File: src/rtl/path_launch_tester.sv
// Launch-side at-speed path tester: drives LFSR V1/V2 pairs into a path under test and
// checks the response CAP_DLY edges after each launch. Optional macro: STOP_ON_FAIL_EN.
module path_launch_tester #(
    parameter int               WIDTH     = 8,
    parameter int               NUM_PAIRS = 16,
    parameter int               CAP_DLY   = 2,
    parameter logic [WIDTH-1:0] SEED      = WIDTH'(1)
) (
    input  logic             C,
    input  logic             RN,
    input  logic             START,
    output logic [WIDTH-1:0] PUT_IN,
    input  logic [WIDTH-1:0] PUT_OUT,
    input  logic [WIDTH-1:0] GOLD,
    output logic             BUSY,
    output logic             DONE,
    output logic             PASS,
    output logic [15:0]      ERR_CNT,
    output logic [15:0]      FAIL_IDX
);

    localparam int               CNT_W     = (CAP_DLY > 1) ? $clog2(CAP_DLY) : 1;
    localparam logic [CNT_W-1:0] CNT_LAST  = CNT_W'(CAP_DLY - 1);
    localparam logic [15:0]      PAIR_LAST = 16'(NUM_PAIRS - 1);

    typedef enum logic [1:0] {
        ST_IDLE,
        ST_INIT,
        ST_LAUNCH
    } state_t;

    state_t           state_q, state_d;
    logic [WIDTH-1:0] lfsr_q, lfsr_d;
    logic [WIDTH-1:0] put_in_q, put_in_d;
    logic [CNT_W-1:0] cnt_q, cnt_d;
    logic [15:0]      pair_q, pair_d;
    logic             first_q, first_d;
    logic             busy_q, busy_d;
    logic             done_q, done_d;
    logic             pass_q, pass_d;
    logic [15:0]      err_q, err_d;
    logic [15:0]      fidx_q, fidx_d;
    logic             mismatch;
    logic             last_pair;

    function automatic logic [WIDTH-1:0] lfsr_step(input logic [WIDTH-1:0] v);
        return {v[WIDTH-2:0], v[WIDTH-1] ^ v[WIDTH-2]};
    endfunction

    always_comb begin
        state_d   = state_q;
        lfsr_d    = lfsr_q;
        put_in_d  = put_in_q;
        cnt_d     = cnt_q;
        pair_d    = pair_q;
        first_d   = first_q;
        busy_d    = busy_q;
        done_d    = 1'b0;
        pass_d    = pass_q;
        err_d     = err_q;
        fidx_d    = fidx_q;
        mismatch  = 1'b0;
        last_pair = 1'b0;

        case (state_q)
            ST_IDLE: begin
                if (START) begin
                    state_d = ST_INIT;
                    busy_d  = 1'b1;
                    err_d   = 16'h0000;
                    fidx_d  = 16'hFFFF;
                    pass_d  = 1'b0;
                    lfsr_d  = SEED;
                    pair_d  = 16'h0000;
                    cnt_d   = '0;
                    first_d = 1'b1;
                end
            end

            ST_INIT: begin
                // The edge after the start edge loads V1 of pair 0; later V1 loads happen at capture.
                if (first_q) begin
                    put_in_d = lfsr_q;
                    lfsr_d   = lfsr_step(lfsr_q);
                    first_d  = 1'b0;
                    cnt_d    = '0;
                end else if (cnt_q == CNT_LAST) begin
                    put_in_d = lfsr_q;
                    lfsr_d   = lfsr_step(lfsr_q);
                    cnt_d    = '0;
                    state_d  = ST_LAUNCH;
                end else begin
                    cnt_d = cnt_q + 1'b1;
                end
            end

            ST_LAUNCH: begin
                if (cnt_q == CNT_LAST) begin
                    // Case inequality so an X response is scored as a miss.
                    mismatch = (PUT_OUT !== GOLD);
                    if (mismatch) begin
                        if (err_q != 16'hFFFF) err_d = err_q + 16'd1;
                        if (fidx_q == 16'hFFFF) fidx_d = pair_q;
                    end
                    cnt_d = '0;
`ifdef STOP_ON_FAIL_EN
                    last_pair = (pair_q == PAIR_LAST) || mismatch;
`else
                    last_pair = (pair_q == PAIR_LAST);
`endif
                    if (last_pair) begin
                        state_d = ST_IDLE;
                        busy_d  = 1'b0;
                        done_d  = 1'b1;
                        pass_d  = (err_d == 16'h0000);
                    end else begin
                        put_in_d = lfsr_q;
                        lfsr_d   = lfsr_step(lfsr_q);
                        pair_d   = pair_q + 16'd1;
                        state_d  = ST_INIT;
                    end
                end else begin
                    cnt_d = cnt_q + 1'b1;
                end
            end

            default: begin
                state_d = ST_IDLE;
            end
        endcase
    end

    always_ff @(posedge C or negedge RN) begin
        if (!RN) begin
            state_q  <= ST_IDLE;
            lfsr_q   <= SEED;
            put_in_q <= '0;
            cnt_q    <= '0;
            pair_q   <= 16'h0000;
            first_q  <= 1'b0;
            busy_q   <= 1'b0;
            done_q   <= 1'b0;
            pass_q   <= 1'b0;
            err_q    <= 16'h0000;
            fidx_q   <= 16'hFFFF;
        end else begin
            state_q  <= state_d;
            lfsr_q   <= lfsr_d;
            put_in_q <= put_in_d;
            cnt_q    <= cnt_d;
            pair_q   <= pair_d;
            first_q  <= first_d;
            busy_q   <= busy_d;
            done_q   <= done_d;
            pass_q   <= pass_d;
            err_q    <= err_d;
            fidx_q   <= fidx_d;
        end
    end

    assign PUT_IN   = put_in_q;
    assign BUSY     = busy_q;
    assign DONE     = done_q;
    assign PASS     = pass_q;
    assign ERR_CNT  = err_q;
    assign FAIL_IDX = fidx_q;

endmodule

File: config.mk
export PLATFORM = sky130hd
export DESIGN_NAME = path_launch_tester
export DESIGN_NICKNAME = d
export VERILOG_FILES = /design/src/rtl/path_launch_tester.sv
export SDC_FILE = /design/constraint.sdc
export NUM_CORES = 1
export LEC_CHECK = 0
export BUFFER_PORTS_ARGS = -buffer_cell sky130_fd_sc_hd__buf_2
export CAP_MARGIN = 20
export CELL_PAD_IN_SITES_DETAIL_PLACEMENT = 1
export CELL_PAD_IN_SITES_GLOBAL_PLACEMENT = 1
export CORE_MARGIN = 4
export CORE_UTILIZATION = 43
export CTS_CLUSTER_DIAMETER = 40
export CTS_CLUSTER_SIZE = 16
export DETAILED_ROUTE_END_ITERATION = 6
export MAX_ROUTING_LAYER = met4
export PLACE_DENSITY = 0.83
export SLEW_MARGIN = 20
export SYNTH_ARGS = -nofsm -noshare
export SYNTH_HDL_FRONTEND = slang
export SYNTH_SLANG_ARGS = --single-unit
File: constraint.sdc
create_clock -name C -period 2.55 [get_ports C]
set_clock_uncertainty 0.05 [all_clocks]
set_input_delay 0.3825 -clock C [delete_from_list [all_inputs] [get_ports C]]
set_output_delay 0.3825 -clock C [all_outputs]
set_load 0.05 [all_outputs]
Word level (Yosys, flattened, before mapping)
Index checks and enable logic that the tools add are counted.
{"block": "totals", "ram_bits": 0, "latchBits": 0, "register_bits": 71, "inputBits": 19, "wordCells": 92, "memories": 0, "out_inout_bits": 43, "romBits": 0}
{"block": "op_classes", "n_shift": 0, "muxes": 47, "n_bitwise": 1, "multipliers": 0, "addsub": 3, "n_eq_ne": 15, "magnitude_cmp": 0, "reduce_logical": 15, "n_div": 0}
{"op": "16-bit 2-to-1 mux", "count": 12}
{"op": "16-bit case mux with 2 select lines", "count": 3}
{"op": "8-bit 2-to-1 mux", "count": 9}
{"op": "16-bit by 1-bit adder with 16-bit output, second input constant", "count": 2}
{"op": "8-bit case mux with 3 select lines", "count": 1}
{"op": "16-bit == test, second input constant", "count": 1}
{"op": "16-bit by 4-bit == test with 1-bit output, second input constant", "count": 1}
{"op": "16-bit logical NOT", "count": 1}
{"op": "16-bit inequality test, second input constant", "count": 1}
{"op": "2-bit inequality test, second input constant", "count": 8}
{"op": "8-bit case mux with 2 select lines", "count": 1}
{"op": "4-bit AND reduction", "count": 4}
{"op": "1-bit 2-to-1 mux", "count": 12}
{"op": "5-bit AND reduction", "count": 2}
{"op": "2-bit 2-to-1 mux", "count": 4}
{"op": "8-bit case inequality test", "count": 1}
{"op": "1-bit case mux with 2 select lines", "count": 3}
{"op": "2-bit case mux with 3 select lines", "count": 1}
{"op": "2-bit nonzero test", "count": 3}
{"op": "2-bit AND reduction", "count": 2}
{"op": "3-bit inequality test, second input constant", "count": 1}
{"op": "1-bit case mux with 3 select lines", "count": 1}
{"op": "3-bit AND reduction", "count": 1}
{"op": "3-bit nonzero test", "count": 1}
{"op": "other kinds (5)", "count": 5}

Depth between registers and ports, before layout
{"block": "logic_depth", "ltp_word": 9, "ltp_mapped": 10, "mapped_depth_nobuf": 9}

Worst setup path before layout
Ideal clock, no wire load.
{"block": "synth_timing", "path_kind": "register to register", "from": "reg err_q[0], in the netlist ERR_CNT[0]", "to": "reg pass_q, in the netlist PASS", "arrival_time_ns": 2.385, "t_required_ns": 2.375, "stages_incl_launch_ff": 8, "period_less_slack_ns": 2.560, "slack_ns": -0.010, "setup_time_ns": 0.125, "n_path_buf": 0, "path_cell_list": "dfrtp_1 ha_1 nand3_1 or2_2 or4_1 xor2_1 o2111ai_1 o21ai_1"}
{"block": "synth_between", "elab_chain_len": 9, "word_cells_on_any_way": 10, "classes_between": "add/sub (1); eq/ne (1); mux (7); reduce/logical (1)"}
{"item": "from (decl)", "line": "41", "text": "logic [15:0] err_q, err_d;"}
{"item": "from (signal assigned)", "line": "156", "text": "err_q <= err_d;"}
{"item": "16-bit by 1-bit adder with 16-bit output / 16-bit inequality test (equally long branches)", "line": "102", "text": "if (err_q != 16'hFFFF) err_d = err_q + 16'd1;"}
{"item": "16-bit 2-to-1 mux", "line": "102"}
{"item": "16-bit 2-to-1 mux (*)", "line": "101", "text": "if (mismatch) begin"}
{"item": "16-bit 2-to-1 mux (*)", "line": "98", "text": "if (cnt_q == CNT_LAST) begin"}
{"item": "16-bit 2-to-1 mux (*)", "line": "65", "text": "case (state_q)"}
{"item": "16-bit logical NOT (*)", "line": "115", "text": "pass_d = (err_d == 16'h0000);"}
{"item": "1-bit 2-to-1 mux (*)", "line": "111", "text": "if (last_pair) begin"}
{"item": "1-bit 2-to-1 mux (*)", "line": "98"}
{"item": "1-bit case mux with 2 select lines (*)", "line": "65"}
{"item": "to (signal assigned)", "line": "155", "text": "pass_q <= pass_d;"}
{"item": "to (decl)", "line": "40", "text": "logic pass_q, pass_d;"}
Mark *: on every way between the ends. The rest lies on a longest branch, timed or not. The select of a mux whose other input is x is not followed.
A chain may end at the register's enable or synchronous reset.

Worst setup path after layout
{"block": "layout_timing", "from": "reg err_q[1], in the netlist ERR_CNT[1]", "to": "reg pass_q, in the netlist PASS"}
Same word-level chain as after synthesis.

==> impl_metrics.json <==
{
  "outcome": "finished clean",
  "final_util_pct": 53.21,
  "p_leak_nw": 1.984,
  "synthArstFlopShare_pct": 100.0,
  "r2r_slack_ns": 0.13,
  "grt_max_degree": 46,
  "synth_area_mm2": 0.003744,
  "io_buffers": 61,
  "cellPowerDensity_mw_per_mm2": 538.5,
  "critPathRequiredTime_ns": 2.77,
  "fmax_mhz": 413.7,
  "grt_first_pass_wirelength_um": 17580,
  "synth_common_cells": "dfrtp_1, nand2_1, o21ai_0, nor2_1, o22a_1",
  "rows": 33,
  "combPwrFrac_pct": 11.4,
  "worstHoldPathType": "input pin to async pin",
  "overflow": 0,
  "gp_congestion": 0.8573,
  "hold_violations": 0,
  "layout-drive-gt1-share_pct": 28.20,
  "p_int_mw": 1.685,
  "antenna_left": 0,
  "drc": 0,
  "worstMarginPinSlew_ns": 0.7551,
  "clkPwrFrac_pct": 37.5,
  "seq_area_mm2": 0.001799,
  "antenna_found_initial": 0,
  "antenna_cells": 0,
  "ctsHtreeMaxLevel": 3,
  "p_sw_share_pct": 29.50,
  "dieArea_mm2": 0.01026,
  "core_mm2": 0.008341,
  "fillCellCount": 988,
  "final_net_count": 482,
  "p_seq_share_pct": 51.1,
  "peakVddDrop_v": 0.0003583,
  "die_height_um": 101.3,
  "syn_to_final_growth_pct": 18.55,
  "critPathCaptureType": "register",
  "grt_util_met3_pct": 3.306,
  "drt_iter0_drc": 134,
  "grtUsageTotal_pct": 22.71,
  "wl_per_cell_um": 18.61,
  "dp_hpwl_um": 7836,
  "fin_crit_sh_pct": 94.79,
  "stdcell_count": 566,
  "multi_input_area_mm2": 0.001854,
  "synth_top_cell_by_area": "dfrtp_1",
  "synth-edff-count": 0,
  "cap_violations": 0,
  "dpl.cell_count": 549,
  "ys_seq_area_share_pct": 48.03,
  "synth_top_cell_area_share_pct": 36.10,
  "totalPowerFinal_mw": 2.390,
  "cts.sinks": 71,
  "root_buffer": "clkbuf_8",
  "start_util_pct": 44.88,
  "critPathKind": "register to register",
  "cts_buffer_depth": 2,
  "gr-usage-met2_pct": 35.51,
  "ys.flop_type": "dfrtp_1",
  "synth_nets": 411,
  "netlist-cell-type-count": 53,
  "syn-instance-count": 385,
  "rr_worst_depth": 8,
  "via_per_inst": 5.857,
  "yosys_warnings": 0,
  "ys_ff_latch": 71,
  "avgSynthCellArea_um2": 9.724,
  "yosysMostFrequentCell": "dfrtp_1",
  "drv_slew": 0,
  "clk_latency_ns": 0.35,
  "grtUsageMet1_pct": 30.36,
  "fin_crit_ns": 2.417,
  "die_w_um": 101.3,
  "path_max_fanout": 7,
  "first_pass_iters": 4,
  "io_pins": 62,
  "holdBufCountCts": 0,
  "cp-start-kind": "register",
  "cts_tree": "yes",
  "grt_pass1_vias": 3386,
  "max_slew_margin_pct": 49.32,
  "path_clk_slew_ns": 0.08,
  "finalWirelength_um": 10530,
  "num_vias": 3315,
  "cp.arrival_ns": 2.64,
  "busiest_layer": "met2",
  "p_sw_mw": 0.7050,
  "cts_made_buffers": 9,
  "setup_viol": 0,
  "netlist_top_cells_area": "dfrtp_1, dfstp_2, nand2_1"
}
-- power by group through the flow --
stage / Clock, mW / Sequential, mW / Combinational (mW)
after detailed placement: 0 / 1.24 / 0.277
after global routing: 0.971 / 1.23 / 0.294
final: 0.895 / 1.22 / 0.272
after CTS: 0.920 / 1.22 / 0.277
after global placement: 0 / 1.24 / 0.271
after floorplan: 0 / 1.32 / 0.107
-- per-stage QoR --
stage	area (um2)	worst slack (ns)	setup TNS, ns	hold WS, ns
global placement	4225	0.1790	0	0.4156
floorplan	3745	0.01358	0	0.03691
CTS	4414	0.1308	0	0.03380
finish	4438	0.1329	0	0.01269
detailed placement	4225	0.1316	0	0.4220
global route	4438	-0.01235	-0.01235	0.07741
-- cells in the final DEF (no fill, tap or decap), drive strengths merged, types with 9 or more instances in the layout --
cell type	netlist	final
a21oi	12	12
buf	5	75
clkbuf	10	10
dfrtp	54	54
dfstp	17	17
inv	11	12
nand2	48	48
nand3	17	17
nand4	13	13
nor2	25	25
nor3	10	10
o21ai	33	33
o22a	18	18
o31ai	10	10
xnor2	9	9
xor2	15	15
-- cell type report --
type                            instances  area share (%)
Clock buffer                           10           2.876
Clock inverter                          6           1.381
Timing Repair Buffer                   75           9.529
Multi-Input combinational cell        288           41.78
Inverter                               11          0.9304
Tap cell                              105           2.960
Sequential cell                        71           40.54
-- critical path: stages, from the launching register on --
cell      delay [ns]
dfrtp_1         0.45
ha_1            0.26
nand3_1         0.18
nor2_2          0.19
a22oi_2         0.11
or3_1           0.34
a222oi_1        0.39
nand4_1         0.21
o21ai_1         0.16
-- state kept, by name, summed over array words and instances (netlist names) --
name,count
BUSY,1
lfsr_q,8
PASS,1
PUT_IN,8
state_q,2
ERR_CNT,16
DONE,1
pair_q,16
FAIL_IDX,16
cnt_q,1
first_q,1
-- path summary, 6_finish.rpt --
kind                                        startpoint                      end
worst max-delay path            ERR_CNT[1]$_DFFE_PN0P_         PASS$_DFFE_PN0P_
worst min-delay path                                RN  ERR_CNT[13]$_DFFE_PN0P_
worst max register to register  ERR_CNT[1]$_DFFE_PN0P_         PASS$_DFFE_PN0P_
worst min register to register        BUSY$_DFFE_PN0P_         BUSY$_DFFE_PN0P_
max in group asynchronous                           RN  FAIL_IDX[6]$_DFFE_PN1P_
min in group C                                   START      first_q$_DFFE_PN0P_
-- kinds of logic (layout without fill, tap and decap cells) --
kind of cell / count (synthesis) / after routing / synth area share (%)
AND/OR/NAND/NOR: 149 / 149 / 20.39
multiplexers: 11 / 11 / 3.209
XOR/XNOR: 24 / 24 / 5.615
AO/OA/AOI/OAI: 97 / 97 / 17.55
adder cells (fa/ha/maj): 7 / 7 / 2.339
buffers and inverters: 26 / 102 / 2.874
flip-flops: 71 / 71 / 48.03
-- what timing repair did --
action / in CTS / in global routing
endpoints found under the hold margin: 0 / 0
gates resized for setup: 0 / 5
setup endpoints to repair: 0 / 8
setup buffers: 0 / 1
-- layer usage --
metal	part of all wire [%]	wire [um]	vias to the layer above
li1	-	-	1544
met1	45	4732	1659
met2	48	5104	100
met3	5.1	536	12
met4	1.5	159	0
met5	0	0	-
(Power assumes the default switching activity.)
